### config.mk
export PLATFORM = sky130hd
export DESIGN_NAME = hiscore_ctrl_flat
export DESIGN_NICKNAME = d
export VERILOG_FILES = /design/src/rtl/hiscore_pkg.sv /design/src/rtl/hiscore_if.sv /design/src/rtl/hiscore_wait_timer.sv /design/src/rtl/hiscore_ctrl.sv /design/src/flat_wrapper.sv
export SDC_FILE = /design/constraint.sdc
export NUM_CORES = 1
export LEC_CHECK = 0
export CAP_MARGIN = 10
export CORE_AREA = 10 10 80 82
export CTS_CLUSTER_SIZE = 25
export DETAILED_ROUTE_END_ITERATION = 8
export DIE_AREA = 0 0 90 92
export GPL_ROUTABILITY_DRIVEN = 0
export PLACE_DENSITY = 0.77
export SETUP_SLACK_MARGIN = 0.05
export SYNTH_ARGS = -nofsm -noshare
export SYNTH_HDL_FRONTEND = slang
export SYNTH_HIERARCHICAL = 1
export SYNTH_SLANG_ARGS = --single-unit
### constraint.sdc
create_clock -name clk -period 1.8 [get_ports clk]
set_input_delay 0.27 -clock clk [delete_from_list [all_inputs] [get_ports clk]]
set_output_delay 0.27 -clock clk [all_outputs]
set_load 0.01 [all_outputs]
### src/rtl/hiscore_pkg.sv
// Shared types and default constants for the hiscore save/restore bridge.
package hiscore_pkg;

    localparam int unsigned RAM_AW = 10;

    localparam logic [7:0]        HS_INDEX_DEF  = 8'd3;
    localparam logic [RAM_AW-1:0] HS_START_DEF  = 10'h002;
    localparam logic [RAM_AW-1:0] HS_LENGTH_DEF = 10'd33;

    typedef enum logic [1:0] {
        IDLE     = 2'd0,
        UPLOAD   = 2'd1,
        DOWNLOAD = 2'd2
    } hs_state_t;

endpackage

### src/rtl/hiscore_if.sv
// HPS ioctl file-transfer bus; master is the HPS side, slave is the controller.
interface hiscore_if;

    logic        ioctl_upload;
    logic        ioctl_download;
    logic        ioctl_wr;
    logic [24:0] ioctl_addr;
    logic [7:0]  ioctl_dout;
    logic [7:0]  ioctl_index;
    logic [7:0]  ioctl_din;
    logic        ioctl_wait;

    modport master (
        output ioctl_upload, ioctl_download, ioctl_wr, ioctl_addr, ioctl_dout, ioctl_index,
        input  ioctl_din, ioctl_wait
    );

    modport slave (
        input  ioctl_upload, ioctl_download, ioctl_wr, ioctl_addr, ioctl_dout, ioctl_index,
        output ioctl_din, ioctl_wait
    );

endinterface

### src/rtl/hiscore_wait_timer.sv
// Reloadable down-counter; busy stays high for LOAD_VAL cycles after each load.
module hiscore_wait_timer #(
    parameter int unsigned LOAD_VAL = 2
) (
    input  logic clk,
    input  logic reset,
    input  logic load,
    input  logic clear,
    output logic busy
);

    localparam int unsigned CW = (LOAD_VAL < 2) ? 1 : $clog2(LOAD_VAL + 1);

    logic [CW-1:0] cnt;

    always_ff @(posedge clk or posedge reset) begin
        if (reset)
            cnt <= '0;
        else if (clear)
            cnt <= '0;
        else if (load)
            cnt <= CW'(LOAD_VAL);
        else if (cnt != '0)
            cnt <= cnt - 1'b1;
    end

    assign busy = (cnt != '0);

endmodule

### src/rtl/hiscore_ctrl.sv
// Bridges the ioctl file bus onto a window of game work RAM for hiscore save/restore.
// Optional HISCORE_PAUSE_EN adds pause_cpu to hold the core off RAM during transfers.
module hiscore_ctrl
    import hiscore_pkg::*;
#(
    parameter logic [7:0]        HS_INDEX  = HS_INDEX_DEF,
    parameter logic [RAM_AW-1:0] HS_START  = HS_START_DEF,
    parameter logic [RAM_AW-1:0] HS_LENGTH = HS_LENGTH_DEF,
    parameter int unsigned       READ_LAT  = 2
) (
    input  logic              clk,
    input  logic              reset,
    hiscore_if.slave          ioctl,
    input  logic [7:0]        ram_rdata,
    output logic [RAM_AW-1:0] ram_address,
    output logic [7:0]        ram_wdata,
    output logic              ram_we
`ifdef HISCORE_PAUSE_EN
    ,
    output logic              pause_cpu
`endif
);

    hs_state_t   state, state_n;
    logic        sel, in_range, in_range_q, conflict;
    logic [24:0] addr_q;
    logic        wait_load, wait_clear, wait_busy;

    assign sel      = (ioctl.ioctl_index == HS_INDEX);
    assign in_range = (ioctl.ioctl_addr < {15'b0, HS_LENGTH});
    assign conflict = ioctl.ioctl_upload & ioctl.ioctl_download;

    always_comb begin
        state_n = state;
        case (state)
            IDLE: begin
                if (ioctl.ioctl_upload && !ioctl.ioctl_download && sel)
                    state_n = UPLOAD;
                else if (ioctl.ioctl_download && !ioctl.ioctl_upload && sel)
                    state_n = DOWNLOAD;
            end
            UPLOAD:
                if (!ioctl.ioctl_upload || !sel || conflict) state_n = IDLE;
            DOWNLOAD:
                if (!ioctl.ioctl_download || !sel || conflict) state_n = IDLE;
            default: state_n = IDLE;
        endcase
    end

    // Address, write strobe and range flag follow the next state so the entry
    // cycle already presents the window address and the exit cycle returns to 0.
    always_ff @(posedge clk or posedge reset) begin
        if (reset) begin
            state       <= IDLE;
            ram_address <= '0;
            ram_wdata   <= '0;
            ram_we      <= 1'b0;
            in_range_q  <= 1'b0;
            addr_q      <= '0;
        end else begin
            state  <= state_n;
            addr_q <= ioctl.ioctl_addr;
            ram_we <= 1'b0;
            if (state_n == IDLE) begin
                ram_address <= '0;
                in_range_q  <= 1'b0;
            end else begin
                ram_address <= in_range ? (HS_START + ioctl.ioctl_addr[RAM_AW-1:0]) : HS_START;
                in_range_q  <= in_range;
            end
            if (state_n == DOWNLOAD && ioctl.ioctl_wr && in_range) begin
                ram_we    <= 1'b1;
                ram_wdata <= ioctl.ioctl_dout;
            end
        end
    end

    assign wait_clear = (state_n != UPLOAD);
    assign wait_load  = (state_n == UPLOAD) &&
                        ((state != UPLOAD) || (ioctl.ioctl_addr != addr_q));

    hiscore_wait_timer #(
        .LOAD_VAL (READ_LAT)
    ) u_wait_timer (
        .clk   (clk),
        .reset (reset),
        .load  (wait_load),
        .clear (wait_clear),
        .busy  (wait_busy)
    );

    assign ioctl.ioctl_wait = wait_busy;
    assign ioctl.ioctl_din  = (state == UPLOAD && in_range_q) ? ram_rdata : 8'h00;

`ifdef HISCORE_PAUSE_EN
    logic [2:0] pause_cnt;

    // Tail counter keeps the core paused for 4 cycles after IDLE is re-entered.
    always_ff @(posedge clk or posedge reset) begin
        if (reset) begin
            pause_cnt <= '0;
            pause_cpu <= 1'b0;
        end else if (state_n != IDLE) begin
            pause_cnt <= 3'd4;
            pause_cpu <= 1'b1;
        end else begin
            pause_cpu <= (pause_cnt != '0);
            if (pause_cnt != '0)
                pause_cnt <= pause_cnt - 1'b1;
        end
    end
`endif

endmodule

### src/flat_wrapper.sv
// flat-port wrapper written by rule: the top's interface ports become plain ports
module hiscore_ctrl_flat import hiscore_pkg::*;
#(
    parameter logic [7:0]        HS_INDEX  = HS_INDEX_DEF,
    parameter logic [RAM_AW-1:0] HS_START  = HS_START_DEF,
    parameter logic [RAM_AW-1:0] HS_LENGTH = HS_LENGTH_DEF,
    parameter int unsigned       READ_LAT  = 2
)
  (clk, reset, ram_rdata, ram_address, ram_wdata, ram_we, ioctl_ioctl_upload, ioctl_ioctl_download, ioctl_ioctl_wr, ioctl_ioctl_addr, ioctl_ioctl_dout, ioctl_ioctl_index, ioctl_ioctl_din, ioctl_ioctl_wait);
  hiscore_if ioctl_i ();
  input  logic clk;
  input  logic reset;
  input  logic [7:0] ram_rdata;
  output logic [RAM_AW-1:0] ram_address;
  output logic [7:0] ram_wdata;
  output logic ram_we;
  input wire logic [$bits(ioctl_i.ioctl_upload)-1:0] ioctl_ioctl_upload;
  input wire logic [$bits(ioctl_i.ioctl_download)-1:0] ioctl_ioctl_download;
  input wire logic [$bits(ioctl_i.ioctl_wr)-1:0] ioctl_ioctl_wr;
  input wire logic [$bits(ioctl_i.ioctl_addr)-1:0] ioctl_ioctl_addr;
  input wire logic [$bits(ioctl_i.ioctl_dout)-1:0] ioctl_ioctl_dout;
  input wire logic [$bits(ioctl_i.ioctl_index)-1:0] ioctl_ioctl_index;
  output wire logic [$bits(ioctl_i.ioctl_din)-1:0] ioctl_ioctl_din;
  output wire logic [$bits(ioctl_i.ioctl_wait)-1:0] ioctl_ioctl_wait;
  assign ioctl_i.ioctl_upload = ioctl_ioctl_upload;
  assign ioctl_i.ioctl_download = ioctl_ioctl_download;
  assign ioctl_i.ioctl_wr = ioctl_ioctl_wr;
  assign ioctl_i.ioctl_addr = ioctl_ioctl_addr;
  assign ioctl_i.ioctl_dout = ioctl_ioctl_dout;
  assign ioctl_i.ioctl_index = ioctl_ioctl_index;
  assign ioctl_ioctl_din = ioctl_i.ioctl_din;
  assign ioctl_ioctl_wait = ioctl_i.ioctl_wait;
  hiscore_ctrl #(.HS_INDEX(HS_INDEX), .HS_START(HS_START), .HS_LENGTH(HS_LENGTH), .READ_LAT(READ_LAT)) u_core (.clk(clk), .reset(reset), .ioctl(ioctl_i), .ram_rdata(ram_rdata), .ram_address(ram_address), .ram_wdata(ram_wdata), .ram_we(ram_we));
endmodule
==> run metrics <==
effective utilization at floorplan 0.402; clock latency reported for the late side of the worst-skew pair roughly 0.30 ns; vias in the first global route roughly 1800; number of design rule violations left after detail routing 0; number of ports placed on the die boundary around 80; unrepaired setup endpoints after global routing yes; core area about 4900 um2; largest fanout on the critical path 4; Final Instance Area between 3000 and 4000 um2; FP Rows 26; setup clock skew after layout about 0.0046 ns; kind of critical path input pin to register; number of synthesized register bits between 40 and 50; commonest non-fill, non-tap cell in the layout dfrtp_1; post-synthesis cell type with the largest combined area dfrtp_1; reported max-cap violation count 0; endpoint required time on the critical path 1.99 ns; area growth from synthesis to layout 75.3%; height of the die between 90 and 100 um; sequential share of the synthesized area 0.621; placed cell area about 3200 um2; final critical-path share of the clock period 0.964; H-tree Lvls 2; count of hold-fix buffers inserted at cts 0; Hold Vio Cnt, Final 0; class of the tightest hold or removal check input pin to async pin; cell with the largest stage delay on the worst path clkdlybuf4s50_1; final wirelength about 5.2 mm; main area contributors after synthesis dfrtp_1, xnor2_1, mux2_2; Leakage Power ~0.0017 uW; nets around 330; final max-slew violation count 0; CP startpoint ioctl_ioctl_download; chip width ~90 um; data arrival time of the worst path just under 2 ns; total die area 8280 um2; family of cells with the greatest summed delay on the critical path buffers and inverters; wire length per cell ~15 um; estimated wirelength of the detail-placed design a little over 4 mm; clock tree from TritonCTS built; depth of the most critical reg-to-reg path 5; initial antenna violation count 0; cell count after placement around 340; crit path launch type input pin; launch instance of the worst register-to-register path u_core/state[0]$_DFF_PP0_; Congestion Overflow GR 0; slack of the worst reg-to-reg path 0.10 ns; buffers plus inverters on the worst setup path 2; Root Buffer clkbuf_8; Worst setup EP type register; clock slew at reported path FFs about 0.09 ns; PwrDens 603 nW/um2; result of the run completed; worst-case clock buffer depth 2; slowest stage delay, CP approximately 0.47 ns; Total GRT Usage 0.125; 1st-pass router iterations 4; reg2reg end u_core/ram_wdata[0]$_DFFE_PP0P_; count of vias placed by the detailed router 1558; upper clock frequency limit between 500 and 600 MHz; count of antenna-violating nets left after detailed routing 0; ordered list of cells on the worst path clkdlybuf4s50_1, nor3b_2, nand4_1, nor3_4, clkbuf_16, mux2_2; fraction of post-synthesis cell area in the top cell type by area 0.621; number of sinks handled by clock tree synthesis a little under 50; most frequent cells in the layout dfrtp_1, clkdlybuf4s50_1, buf_4, xnor2_1, dlymetal6s2s_1; number of warnings reported in the yosys synthesis log 6; mean post-synth cell area between 10 and 15 um2; wire length of the first global-routing pass between 8 and 9 mm; fraction of final layout cells with drive strength greater than 1 0.273; Vias/cell approximately 4.5; total CTS buffers 5; largest net degree at the start of global routing 22; IR Drop Worst-Case VDD between 0.0004 and 0.0005 V; initial DRC count 61; count of different cell masters after synthesis 26; synthesized cell area ~2000 um2; final worst path period need 1.73 ns; number of non-filler instances in the completed layout 348; cell count after synthesis between 100 and 150; number of antenna repair diodes 0; port bufs a little over 80; final count of negative-setup-slack endpoints 0
-- synth_stat cells --
| cell | number |
|---|---|
| xor2_1 | 2 |
| nor3_1 | 5 |
| ha_1 | 3 |
| xnor2_1 | 27 |
| o211ai_2 | 1 |
| conb_1 | 1 |
| dfrtp_1 | 49 |
| mux2_2 | 8 |
| o211ai_1 | 1 |
| nor3b_1 | 2 |
| inv_1 | 8 |
| nand3_1 | 4 |
| nor2_1 | 1 |
| nor4bb_1 | 1 |
| a21oi_1 | 1 |
| nor3_4 | 1 |
| inv_2 | 1 |
| and3b_1 | 1 |
| o21ba_2 | 1 |
| nand4_1 | 7 |
| and3_1 | 1 |
| nor4b_1 | 1 |
| mux2i_1 | 1 |
| nand3b_1 | 1 |
| and2_1 | 10 |
| nor4_1 | 9 |
-- layer usage --
layer	global-route usage	vias to the layer above	wire length [um]
li1	-	757	-
met1	0.145	735	2230
met2	0.212	58	2500
met3	0.0440	8	345
met4	0.0398	0	93
met5	0	-	0
-- worst max path at each step --
stage / endpoint / slack (ns) / cells past startpoint
detailed placement: u_core/ram_wdata[7]$_DFFE_PP0P_ / -0.38 / 8
finish: u_core/ram_wdata[0]$_DFFE_PP0P_ / 0.07 / 6
global placement: u_core/ram_wdata[4]$_DFFE_PP0P_ / -0.35 / 8
floorplan: u_core/ram_wdata[0]$_DFFE_PP0P_ / 0.09 / 6
CTS: ioctl_ioctl_din[2] / 0.05 / 4
global route: u_core/ram_wdata[0]$_DFFE_PP0P_ / 0.03 / 6
-- state kept, by name (all words and copies together), names as in the netlist --
register and flops:
u_core/in_range_q 1, u_core/addr_q 25, u_core/state 2, u_core/ram_we 1, u_core/ram_address 10, u_core/u_wait_timer/cnt 2, u_core/ram_wdata 8
-- per-stage QoR --
stage	TNS, ns	power, uW	utilization	worst slack, ns	hold slack, ns
final	0	2090	0.705	0.0654	0.176
after global routing	0	2190	0.705	0.0267	0.187
after CTS	0	2120	0.674	0.0475	0.166
after detailed placement	-4.46	1480	0.648	-0.378	0.494
after global placement	-4.04	1470	0.648	-0.349	0.491
after floorplan	0	1260	-	0.0940	0.0112
-- kinds of logic after synthesis --
| kind of cell | after synthesis | synth area share |
|---|---|---|
| AO/OA/AOI/OAI | 4 | 0.0177 |
| XOR/XNOR | 29 | 0.129 |
| adder cells (fa/ha/maj) | 3 | 0.0190 |
| buffers and inverters | 9 | 0.0171 |
| flip-flops | 49 | 0.621 |
| multiplexers | 9 | 0.0507 |
| other | 1 | 0.00190 |
| AND/OR/NAND/NOR | 44 | 0.144 |
-- repair_timing --
action | CTS | global route
resized for setup | 19 | 43
cloned | 0 | 1
setup endpoints to repair | 19 | 14
buffers inserted | 1 | 1
pin swaps | 3 | 12
-- area by class of cell --
cell class                 instances  area (um2)
clock buffer                       5        68.8
clock inverter                     3        17.5
fill                             350        1450
inverter                           9        33.8
multi-input combinational         93         856
sequential                        49        1230
tap                               70        87.6
timing repair buffer             119        1170
-- report_power, final --
group	switching [uW]	total [uW]	leakage [uW]	internal [uW]
clock	354	623	0.0000439	268
sequential	13.9	1150	0.000617	1130
combinational	119	317	0.00105	199
(Power assumes the default switching activity.)
